<file path="src/rtl/ram_arbiter.sv">
// ram_arbiter: round-robin owner of the single RAM port shared by the
// per-core icache and dcache requesters. It holds the grant across locked
// block transfers and gives up a stalled or failed access with an err pulse.

package ram_arbiter_pkg;
    typedef enum logic [1:0] {
        FREE   = 2'b00,
        BUSY   = 2'b01,
        ACCESS = 2'b10,
        ERROR  = 2'b11
    } ramstate_t;
endpackage

module ram_arbiter
    import ram_arbiter_pkg::*;
#(
    parameter int NREQ        = 4,
    parameter int TIMEOUT     = 64,
    parameter int LOCK_WINDOW = 4
) (
    input  logic                       CLK,
    input  logic                       nRST,
    input  logic [NREQ-1:0]            req_ren,
    input  logic [NREQ-1:0]            req_wen,
    input  logic [NREQ-1:0]            req_lock,
    input  logic [NREQ-1:0][31:0]      req_addr,
    input  logic [NREQ-1:0][31:0]      req_store,
    output logic [NREQ-1:0]            req_wait,
    output logic [NREQ-1:0][31:0]      req_load,
    output logic [NREQ-1:0]            grant,
    output logic                       ramREN,
    output logic                       ramWEN,
    output logic [31:0]                ramaddr,
    output logic [31:0]                ramstore,
    input  logic [31:0]                ramload,
    input  ramstate_t                  ramstate,
    output logic                       err,
    output logic [((NREQ > 1) ? $clog2(NREQ) : 1)-1:0] err_id
);

    localparam int IW = (NREQ > 1) ? $clog2(NREQ) : 1;
    localparam int TW = $clog2(TIMEOUT + 1);
    localparam int LW = $clog2(LOCK_WINDOW + 1);

    typedef enum logic [1:0] {IDLE, GRANT, HOLD, ERR} state_t;

    state_t            state;
    logic [IW-1:0]     owner;
    logic [IW-1:0]     ptr;
    logic [TW-1:0]     tcnt;
    logic [TW-1:0]     tcnt_next;
    logic [LW-1:0]     lcnt;
    logic [LW-1:0]     lcnt_next;
    logic [NREQ-1:0]   active;
    logic              found;
    logic [IW-1:0]     win;
    logic [IW-1:0]     cand;

    assign active    = req_ren | req_wen;
    assign tcnt_next = (tcnt == {TW{1'b1}}) ? tcnt : tcnt + TW'(1);
    assign lcnt_next = (lcnt == {LW{1'b1}}) ? lcnt : lcnt + LW'(1);

    // Round-robin pick: first active requester after the last served one, wrapping.
    always_comb begin
        found = 1'b0;
        win   = '0;
        cand  = '0;
        for (int i = 1; i <= NREQ; i++) begin
            cand = IW'((int'(ptr) + i) % NREQ);
            if (!found && active[cand]) begin
                found = 1'b1;
                win   = cand;
            end
        end
    end

    // Ownership FSM: arbitration, per-word completion, lock hold, timeout and error.
    always_ff @(posedge CLK or negedge nRST) begin
        if (!nRST) begin
            state  <= IDLE;
            grant  <= '0;
            owner  <= '0;
            ptr    <= IW'(NREQ - 1);
            tcnt   <= '0;
            lcnt   <= '0;
            err    <= 1'b0;
            err_id <= '0;
        end else begin
            err <= 1'b0;
            case (state)
                IDLE: begin
                    tcnt <= '0;
                    lcnt <= '0;
                    if (found) begin
                        state <= GRANT;
                        grant <= NREQ'(1) << win;
                        owner <= win;
                    end
                end
                GRANT: begin
                    if (!active[owner]) begin
                        state <= IDLE;
                        grant <= '0;
                        tcnt  <= '0;
                    end else if (ramstate == ACCESS) begin
                        tcnt <= '0;
                        if (req_lock[owner]) begin
                            state <= HOLD;
                            lcnt  <= '0;
                        end else begin
                            state <= IDLE;
                            grant <= '0;
                            ptr   <= owner;
                        end
                    end else if (ramstate == ERROR || tcnt_next == TW'(TIMEOUT)) begin
                        state  <= ERR;
                        tcnt   <= tcnt_next;
                        err    <= 1'b1;
                        err_id <= owner;
                        ptr    <= owner;
                    end else begin
                        tcnt <= tcnt_next;
                    end
                end
                HOLD: begin
                    if (active[owner]) begin
                        state <= GRANT;
                        lcnt  <= '0;
                    end else if (!req_lock[owner] || lcnt_next == LW'(LOCK_WINDOW)) begin
                        state <= IDLE;
                        grant <= '0;
                        ptr   <= owner;
                        lcnt  <= '0;
                    end else begin
                        lcnt <= lcnt_next;
                    end
                end
                ERR: begin
                    state <= IDLE;
                    grant <= '0;
                    tcnt  <= '0;
                end
                default: begin
                    state <= IDLE;
                    grant <= '0;
                end
            endcase
        end
    end

    // RAM strobes and requester responses follow the live inputs of the owner only while granted.
    always_comb begin
        ramREN   = 1'b0;
        ramWEN   = 1'b0;
        ramaddr  = '0;
        ramstore = '0;
        req_wait = '1;
        req_load = '0;
        if (state == GRANT) begin
            ramaddr         = req_addr[owner];
            ramWEN          = req_wen[owner];
            ramREN          = req_ren[owner] & ~req_wen[owner];
            ramstore        = req_wen[owner] ? req_store[owner] : 32'h0;
            req_wait[owner] = (ramstate != ACCESS);
            req_load[owner] = ramload;
        end
    end

endmodule

</file>
<file path="config.mk">
export PLATFORM = sky130hd
export DESIGN_NAME = ram_arbiter
export DESIGN_NICKNAME = d
export VERILOG_FILES = /design/src/rtl/ram_arbiter.sv
export SDC_FILE = /design/constraint.sdc
export NUM_CORES = 1
export LEC_CHECK = 0
export CORE_AREA = 10 10 190 192
export DETAILED_ROUTE_END_ITERATION = 16
export DIE_AREA = 0 0 200 202
export GPL_ROUTABILITY_DRIVEN = 0
export PLACE_DENSITY = 0.45
export RECOVER_POWER = 100
export SYNTH_ARGS = -nofsm -noshare
export SYNTH_HDL_FRONTEND = slang
export SYNTH_SLANG_ARGS = --single-unit
</file>
<file path="constraint.sdc">
create_clock -name CLK -period 5.45 [get_ports CLK]
set_input_delay 1.3625 -clock CLK [delete_from_list [all_inputs] [get_ports CLK]]
set_output_delay 1.3625 -clock CLK [all_outputs]
set_load 0.1 [all_outputs]
</file>
After elaboration in Yosys (flattened, before gate mapping)
Index checks and enable logic that the tools add are counted.
{ "totals": {"reg_bits": 23, "latch_bits": 0, "mem_bits_rw": 0, "mem_bits_ro": 0, "input_bits": 304, "output_inout_bits": 205, "word_cells": 147, "mem_count": 0} }
{ "op_classes": {"n_addsub": 6, "n_mul": 0, "div": 0, "magnitude_cmp": 6, "n_eq_ne": 22, "shifts": 1, "muxes": 76, "bitwise": 7, "n_reduce_logical": 21} }
{ "op_table": {"columns": ["op", "n"], "rows": [
  ["32-bit 2-to-1 mux", 6],
  ["128-bit AND", 1],
  ["32-bit binary-select mux with 2-bit select", 2],
  ["128-bit 2-to-1 mux", 1],
  ["32-bit demux with 2-bit select", 1],
  ["2-bit 2-to-1 mux", 17],
  ["4-bit 2-to-1 mux", 7],
  ["7-bit 2-to-1 mux", 3],
  ["1-bit 2-to-1 mux", 19],
  ["3-bit 2-to-1 mux", 6],
  ["1-bit binary-select mux with 2-bit select", 8],
  ["4-bit case mux with 4 select lines", 1],
  ["2-bit by 3-bit < comparator with 1-bit output, second input constant", 5],
  ["3-bit != test, second input constant", 5],
  ["7-bit equality test, second input constant", 2],
  ["2-bit != test, second input constant", 7],
  ["7-bit case mux with 2 select lines", 1],
  ["3-bit case mux with 3 select lines", 1],
  ["2-bit equality test, second input constant", 4],
  ["4-bit OR", 2],
  ["2-bit case mux with 4 select lines", 1],
  ["4-bit AND reduction", 2],
  ["7-bit by 1-bit adder with 7-bit output, second input constant", 1],
  ["3-bit equality test, second input constant", 2],
  ["other kinds (23)", 34]
]} }

Depth between registers and ports, before layout
Gate-level depths: netlist of run 1.
{ "logic_depth": {"word_depth": 16, "ltp_mapped": 8, "ltp_nobuf": 6} }

Worst setup path after synthesis of run 1
OpenSTA, ideal clock, no wires.
{ "synth_timing": {"kind": "input to output", "from": "input port req_wen[3]", "to": "output port ramREN", "arrival_ns": 3.333, "t_required_ns": 4.088, "setup_slack_ns": 0.755, "path_stages": 3, "n_path_buf": 1, "path_cell_list": "mux4_2 > clkbuf_1 > nor2_1"} }
{ "synth_between": {"elab_chain_cells": 5} }
{ "synth_lines": {"columns": ["element", "line", "text"], "rows": [
  ["from (decl)", "24", "input logic [NREQ-1:0] req_wen,"],
  ["1-bit binary-select mux with 2-bit select", "162", "ramREN = req_ren[owner] & ~req_wen[owner];"],
  ["1-bit 2-to-1 mux (implied by the code)", "162", null],
  ["1-bit inverter", "162", null],
  ["1-bit AND", "162", null],
  ["1-bit 2-to-1 mux", "159", "if (state == GRANT) begin"],
  ["to (decl)", "31", "output logic ramREN,"]
]} }
Every way passes these cells. The select of a mux whose other input is x is not followed.

Worst setup path after layout of run 1
{ "layout_timing": {"from": "register owner[1]", "to": "output port ramaddr[29]"} }
{ "layout_between": {"elab_chain_cells": 3} }
{ "layout_lines": {"columns": ["element", "line", "text"], "rows": [
  ["from (decl)", "48", "logic [IW-1:0] owner;"],
  ["from (signal assigned)", "97", "owner <= win;"],
  ["32-bit binary-select mux with 2-bit select", "160", "ramaddr = req_addr[owner];"],
  ["32-bit 2-to-1 mux (implied by the code)", "160", null],
  ["32-bit 2-to-1 mux", "159", null],
  ["to (decl)", "33", "output logic [31:0] ramaddr,"]
]} }
Every way passes these cells. The select of a mux whose other input is x is not followed.

==> impl_results.md, run 1 <==
* Fin Setup TNS at 0 ns
* Largest net degree at the start of global routing at 67
* Mapped Cells at 489
* Die Width at 200 µm
* Net Sw Frac at 72.4%
* IO Pins at 509
* Syn. warnings at 0
* Latest clock arrival within the worst-skew pair at 0.26 ns
* Critical path class: register to output pin
* Max Fclk at a little over 0.2 GHz
* Post-synthesis sequential area ratio at between 10% and 20%
* CP Capture Type: output pin
* Syn_nets at 800
* Synthesis-to-layout area growth at 108%
* Die height at 202 µm
* Tot GR Track Use at 19.0%
* EDFF count, synth at 0
* First-pass GRT wire length at approximately 54,000 µm
* Async S/R FF share, synth at 100%
* Post-DP HPWL at roughly 36,000 µm
* CTS root buffer: clkbuf_16
* R2R Path End: tcnt[1]
* Critical path origin: owner[1]
* Crit-path cells: clkbuf_2, mux4_2, and2_1, clkbuf_1
* Hold path endpoint: err_id[1]
* Resized cells post-CTS at 0
* VDD IR-drop max at 322 µV
* Seq pwr share at 6.1%
* Worst slew pin tran at 1.87 ns
* Inserted Clock Buffers at 3
* Final wirelength at 41,000 µm
* Number of port buffers at around 500
* Worst Hold Launch: err_id[1]
* Post-route minimum period at 4.92 ns
* Clock Power Share at 2.4%
* Leakage at 4.04 nW
* Crit-path max cell delay at 1.06 ns
* Core Util, Final at 29.6%
* Tcrit/Tclk final at between 90% and 100%
* Failing checks: max-capacitance violations, max-slew violations
* CTS Buffer Depth at 2
* Initial antenna violation count at 28
* Critical-path top delay cell: clkbuf_2
* P_int at 1.84 mW
* Final hold viol count at 0
* CTS tree: yes
* Status: finished, violations left
* PD cells at 697 nW/µm²
* R2R Path Start: owner[0]
* ANT nets after route at 0
* Psw at 4.82 mW
* Max Cap Viol at 1
* #FFs+latches synth at 23
* Layout Nets at between 1,000 and 1,500
* CORE AREA at 32,300 µm²
* DRT Pass-1 Iters at 4
* Worst setup SP type: register
* Postcts setup bufs at 0
* Total grt overflow at 0
* Top_reg_cell synth: dfrtp_1
* Sinks on the clock net at 23
* Setup violations, final at 0
* Drc violations at 0
* Skew final at ~0.0021 ns
* Die area at between 40,000 and 50,000 µm²
* Vias per cell at 4.38
* CP required at 4.09 ns
* Post-synthesis instance area at 4580 µm²
* Largest fanout on the critical path at 46
* Vias in the first global route at 6,285
* Mean Syn Cell Area at 9.37 µm²
* DRT iter0 DRCs at 295
* Worst relative slew slack at -26.6%
* Rows at 66
* WL/cell at 29.0 µm
* Hold depth at 1
* H-tree levels at 1
* Worst Reg2Reg Path Length in Cells at 5
* Post-synth cell types at 56
* R2R Setup Slk at ~1.3 ns
* Slew Limit Fails at 13
* Worst-path clk slew at 0.06 ns
* Combinational power share at 91.5%
* Via count at 6,188
* Hold_buf cts at 0
* RSZ-0062 raised after global routing: false
* Starting Density at roughly 14%
* WP data arrival at 3.56 ns
* Share of cells above drive strength 1 at 28.7%
* Hold Crit Class: register to register
area by class of cell:
type | instances | area [µm²]
Inverter | 14 | 52.6
Clock buffer | 4 | 78.8
Tap cell | 442 | 553
Timing Repair Buffer | 517 | 4570
Antenna cell | 5 | 12.5
Sequential cell | 23 | 583
Multi-Input combinational cell | 408 | 3700
Fill cell | 3473 | 22700
worst max path at each step:
| stage | slack [ns] | to |
|---|---|---|
| after floorplan | 0.75 | ramREN |
| after global placement | 0.96 | ramstore[5] |
| after detailed placement | 0.89 | ramREN |
| after CTS | 0.89 | ramREN |
| after global routing | 0.40 | req_load[18] |
| final | 0.53 | ramaddr[29] |
metrics by stage:
step	hold WS (ns)	cell area (µm²)	setup slack (ns)	power [mW]	instances
3_5_place_dp	0.476	9820	0.892	6.80	1404
5_1_grt	0.515	9540	0.403	6.92	1410
4_1_cts	0.503	9900	0.889	6.97	1408
3_3_place_gp	0.473	9820	0.960	6.81	1404
2_1_floorplan	0.491	4580	0.755	5.10	489
6_report	0.494	9550	0.531	6.65	1413
power by group through the flow:
stage               Sequential [mW]  Clock (mW)  Combinational [mW]
floorplan                     0.431           0                4.67
global placement              0.418           0                6.39
detailed placement            0.416           0                6.38
CTS                           0.415       0.169                6.39
global route                  0.431       0.175                6.31
finish                        0.403       0.162                6.09
cells in the mapped netlist, drive strengths merged, types with 2 or more instances:
cell | count | area share [%]
and2 | 162 | 22
mux4 | 69 | 34
and3 | 36 | 5.0
clkbuf | 30 | 3.1
dfrtp | 21 | 11
nand2 | 16 | 1.3
nor2 | 16 | 1.3
buf | 14 | 1.9
inv | 14 | 1.1
a21oi | 13 | 1.4
o21ai | 11 | 1.2
nor3 | 9 | 1.1
nand3 | 8 | 0.87
ha | 7 | 1.9
a31oi | 5 | 0.68
o211ai | 5 | 0.82
a22o | 4 | 0.76
or2 | 4 | 0.55
or3 | 4 | 0.55
nand4 | 3 | 0.41
o32ai | 3 | 0.57
a211o | 2 | 0.38
a221oi | 2 | 0.38
dfstp | 2 | 1.1
mux2 | 2 | 0.49
nand2b | 2 | 0.27
nor3b | 2 | 0.33
nor4 | 2 | 0.27
nor4b | 2 | 0.52
o2111ai | 2 | 0.38
o221ai | 2 | 0.38
flip-flops by register name, summed over array words and instances (netlist names):
| register | count |
|---|---|
| err | 1 |
| err_id | 2 |
| grant | 4 |
| ptr | 2 |
| tcnt | 7 |
| lcnt | 3 |
| owner | 2 |
| state | 2 |
routing by layer:
layer | vias up | GRT usage, % | part of all wire [%]
met5 | - | 0 | 0.56
li1 | 2780 | - | -
met1 | 2973 | 22.6 | 40
met3 | 50 | 9.47 | 13
met2 | 345 | 30.8 | 46
met4 | 40 | 2.30 | 0.87
cell usage in the layout (no fill, tap or decap), drive strengths merged, types with 4 or more instances in the layout:
cell,n
ha,7
dfrtp,21
nand2,16
a31oi,5
o21ai,11
and2,162
dlygate4sd3,10
a21oi,13
a22o,4
nor3,9
clkdlybuf4s50,300
diode,5
nor2,16
nand3,8
o211ai,5
or2,4
inv,14
clkbuf,69
and3,36
mux4,69
buf,142
or3,4
kinds of logic after synthesis:
family	share of synthesized area, %
AO/OA/AOI/OAI	9.10
XOR/XNOR	0.191
adder cells (fa/ha/maj)	1.91
buffers and inverters	6.15
flip-flops	12.6
multiplexers	34.6
AND/OR/NAND/NOR	35.4
critical path, delay by kind of cell, from the launching register on:
| family | cells | cell delay (ns) |
|---|---|---|
| buffers and inverters | 2 | 2.00 |
| DFF | 1 | 0.74 |
| muxes | 1 | 0.40 |
| and+or+nand+nor | 1 | 0.13 |
(Power assumes the default switching activity.)
==> run 2: changes to the inputs <==
- CORE_AREA: 10 10 190 192 -> 2 2 199 201
- DIE_AREA: 0 0 200 202 -> 0 0 201 203
- PLACE_DENSITY: 0.45 -> 0.39
==> run 2 against run 1 <==
  * The run now ends clean
  * Flip-flop and latch count did not move
  * Critical path depth did not move
  * Maximum frequency rose by 2.7%
  * Core utilization fell by 3.9 points
  * Non-clock buffer count rose by 2
  * Design area rose by 3.4%
==> impl_results.md, run 2 (same netlist as run 1, synthesis figures left out) <==
* Worst-path clk slew at 0.07 ns (was 0.06 ns)
* CORE AREA at 38,500 µm² (was 32,300 µm²)
* Worst setup SP type: primary input (was register)
* Psw at 4.77 mW (was 4.82 mW)
* Max Fclk at 0.209 GHz (was 0.203 GHz)
* P_int at 1.96 mW (was 1.84 mW)
* Resized cells post-CTS at 0 (unchanged)
* RSZ-0062 raised after global routing: false (unchanged)
* Latest clock arrival within the worst-skew pair at 0.26 ns (about the same)
* Grt met1 use at 16.7% (was 22.6%)
* WL/cell at 21.7 µm (was 29.0 µm)
* WP data arrival at 3.43 ns (was 3.56 ns)
* ANT nets after route at 0 (unchanged)
* Layout Nets at 1,280 (was 1,278)
* CP Capture Type: output pin (unchanged)
* Clock Power Share at 2.5% (was 2.4%)
* DRT iter0 DRCs at 245 (was 295)
* Drc violations at 0 (unchanged)
* Critical-path top delay cell: mux4_2 (was clkbuf_2)
* Post-DP HPWL at 27,800 µm (was 36,300 µm)
* Hold Crit Class: register to register (unchanged)
* Most used routing layer: met2 (unchanged)
* DRT Pass-1 Iters at 4 (unchanged)
* Most frequent cells in the layout: clkdlybuf4s50_1, and2_1, buf_4 (unchanged)
* IO Pins at 509 (unchanged)
* Fin Setup TNS at 0 ns (unchanged)
* Starting Density at 11.9% (was 14.2%)
* Sinks on the clock net at 23 (unchanged)
* Tcrit/Tclk final at 87.9% (was 90.3%)
* Leakage at 4.02 nW (was 4.04 nW)
* Synthesis-to-layout area growth at 115% (was 108%)
* Worst relative slew slack at 5.52% (was -26.6%)
* Crit-path max cell delay at 0.78 ns (was 1.06 ns)
* CTS root buffer: clkbuf_16 (unchanged)
* Vias per cell at 4.02 (was 4.38)
* Largest register FFs at 7 (unchanged)
* Filler Cell Count at 4,187 (was 3,473)
* Via count at 6,005 (was 6,188)
* Combinational power share at 91.4% (was 91.5%)
* Commonest non-fill, non-tap cell in the layout: clkdlybuf4s50_1 (unchanged)
* Total grt overflow at 0 (unchanged)
* CP delay by family, top: buffers and inverters (unchanged)
* CP required at 4.09 ns (about the same)
* VDD IR-drop max at 257 µV (was 322 µV)
* Vias in the first global route at 6,311 (was 6,285)
* CTS Buffer Depth at 2 (unchanged)
* CP bufs+invs at 2 (unchanged)
* Biggest register: tcnt (unchanged)
* PD cells at 682 nW/µm² (was 697 nW/µm²)
* Die Width at 201 µm (was 200 µm)
* Inserted Clock Buffers at 3 (unchanged)
* Die height at 203 µm (was 202 µm)
* Share of cells above drive strength 1 at 26.5% (was 28.7%)
* Initial antenna violation count at 23 (was 28)
* Number of port buffers at 508 (unchanged)
* Crit-path cells: dlygate4sd3_1, mux4_2, and3_1, clkbuf_2 (was clkbuf_2, mux4_2, and2_1, clkbuf_1)
* Tot GR Track Use at 15.1% (was 19.0%)
* Max Cap Viol at 0 (was 1)
* Seq pwr share at 6.1% (about the same)
* Met2 Resource Use GR at 26.4% (was 30.8%)
* Core Util, Final at 25.7% (was 29.6%)
* Net Sw Frac at 70.9% (was 72.4%)
* Setup violations, final at 0 (unchanged)
* H-tree levels at 1 (unchanged)
* Final hold viol count at 0 (unchanged)
* CTS tree: yes (unchanged)
* First-pass GRT wire length at 45,400 µm (was 54,000 µm)
* Top flop regs: tcnt (7), grant (4), lcnt (3) (unchanged)
* Slew Limit Fails at 0 (was 13)
* Rows at 72 (was 66)
* Worst slew pin tran at 1.42 ns (was 1.87 ns)
* Critical path class: primary input to output pin (was register to output pin)
* Grt met3 use at 6.77% (was 9.47%)
* Largest fanout on the critical path at 34 (was 46)
* Die area at 40,800 µm² (was 40,400 µm²)
* Final wirelength at 32,500 µm (was 41,000 µm)
* Skew final at 0.0116 ns (was 0.00212 ns)
* Postcts setup bufs at 0 (unchanged)
* Post-route minimum period at 4.79 ns (was 4.92 ns)
* Status: finished, final reports clean (was finished, violations left)
* Hold_buf cts at 0 (unchanged)
* Largest net degree at the start of global routing at 40 (was 67)
## run 2: cell count changes in the layout (fill, tap and decap cells not counted), moves of 3 or more
cell | previous run | this run
and2_0 | 15 | 20
and2_1 | 147 | 142
buf_12 | 7 | 31
buf_4 | 135 | 85
clkbuf_1 | 13 | 35
clkbuf_2 | 53 | 58
diode_2 | 5 | 8
## run 2: final timing paths
path,from,to,slack [ns],depth (start not counted)
min in group asynchronous,nRST,tcnt[3],1.54,1
worst min register to register,err_id[0],err_id[0],0.48,1
worst min-delay path,err_id[0],err_id[0],0.48,1
max in group asynchronous,nRST,owner[1],2.87,2
worst max-delay path,req_wen[0],ramstore[5],0.66,4
worst max register to register,owner[0],err_id[1],2.02,4
## run 2: layer usage
metal / vias to the layer above / wire, µm
met5: - / 162
met4: 26 / 551
met3: 46 / 3320
met2: 312 / 16000
met1: 2831 / 12400
li1: 2790 / -
## run 2: cell type report
type	count	area, µm²	area share, %
diodes	8	20.0	0.203
inverters	14	52.6	0.532
clock buffers	4	78.8	0.799
multi-input cells	408	3700	37.5
flip-flops and latches	23	583	5.91
well taps	518	648	6.57
repair buffers	519	4780	48.5
## run 2: power by group through the flow
stage                     clock network, mW  logic (mW)  registers [mW]
after floorplan                           0        4.67           0.431
after global placement                    0        6.46           0.429
after detailed placement                  0        6.42           0.430
after CTS                             0.171        6.43           0.426
after global routing                  0.181        6.39           0.440
final                                 0.168        6.15           0.411
## run 2: per-stage QoR
stage	hold slack (ns)	instance area, µm²	power [mW]	cells	setup slack, ns
global route	0.512	9860	7.01	1491	0.440
detailed placement	0.477	10100	6.85	1482	0.938
finish	0.485	9870	6.73	1494	0.659
CTS	0.498	10200	7.03	1486	0.938
global placement	0.469	10100	6.89	1482	0.973
floorplan	0.491	4580	5.10	489	0.755
==> run 3: changes to the inputs <==
- TNS_END_PERCENT: unset -> 10
==> results of run 3 <==
The final DEF is identical to that of run 2; final timing and power are the same.
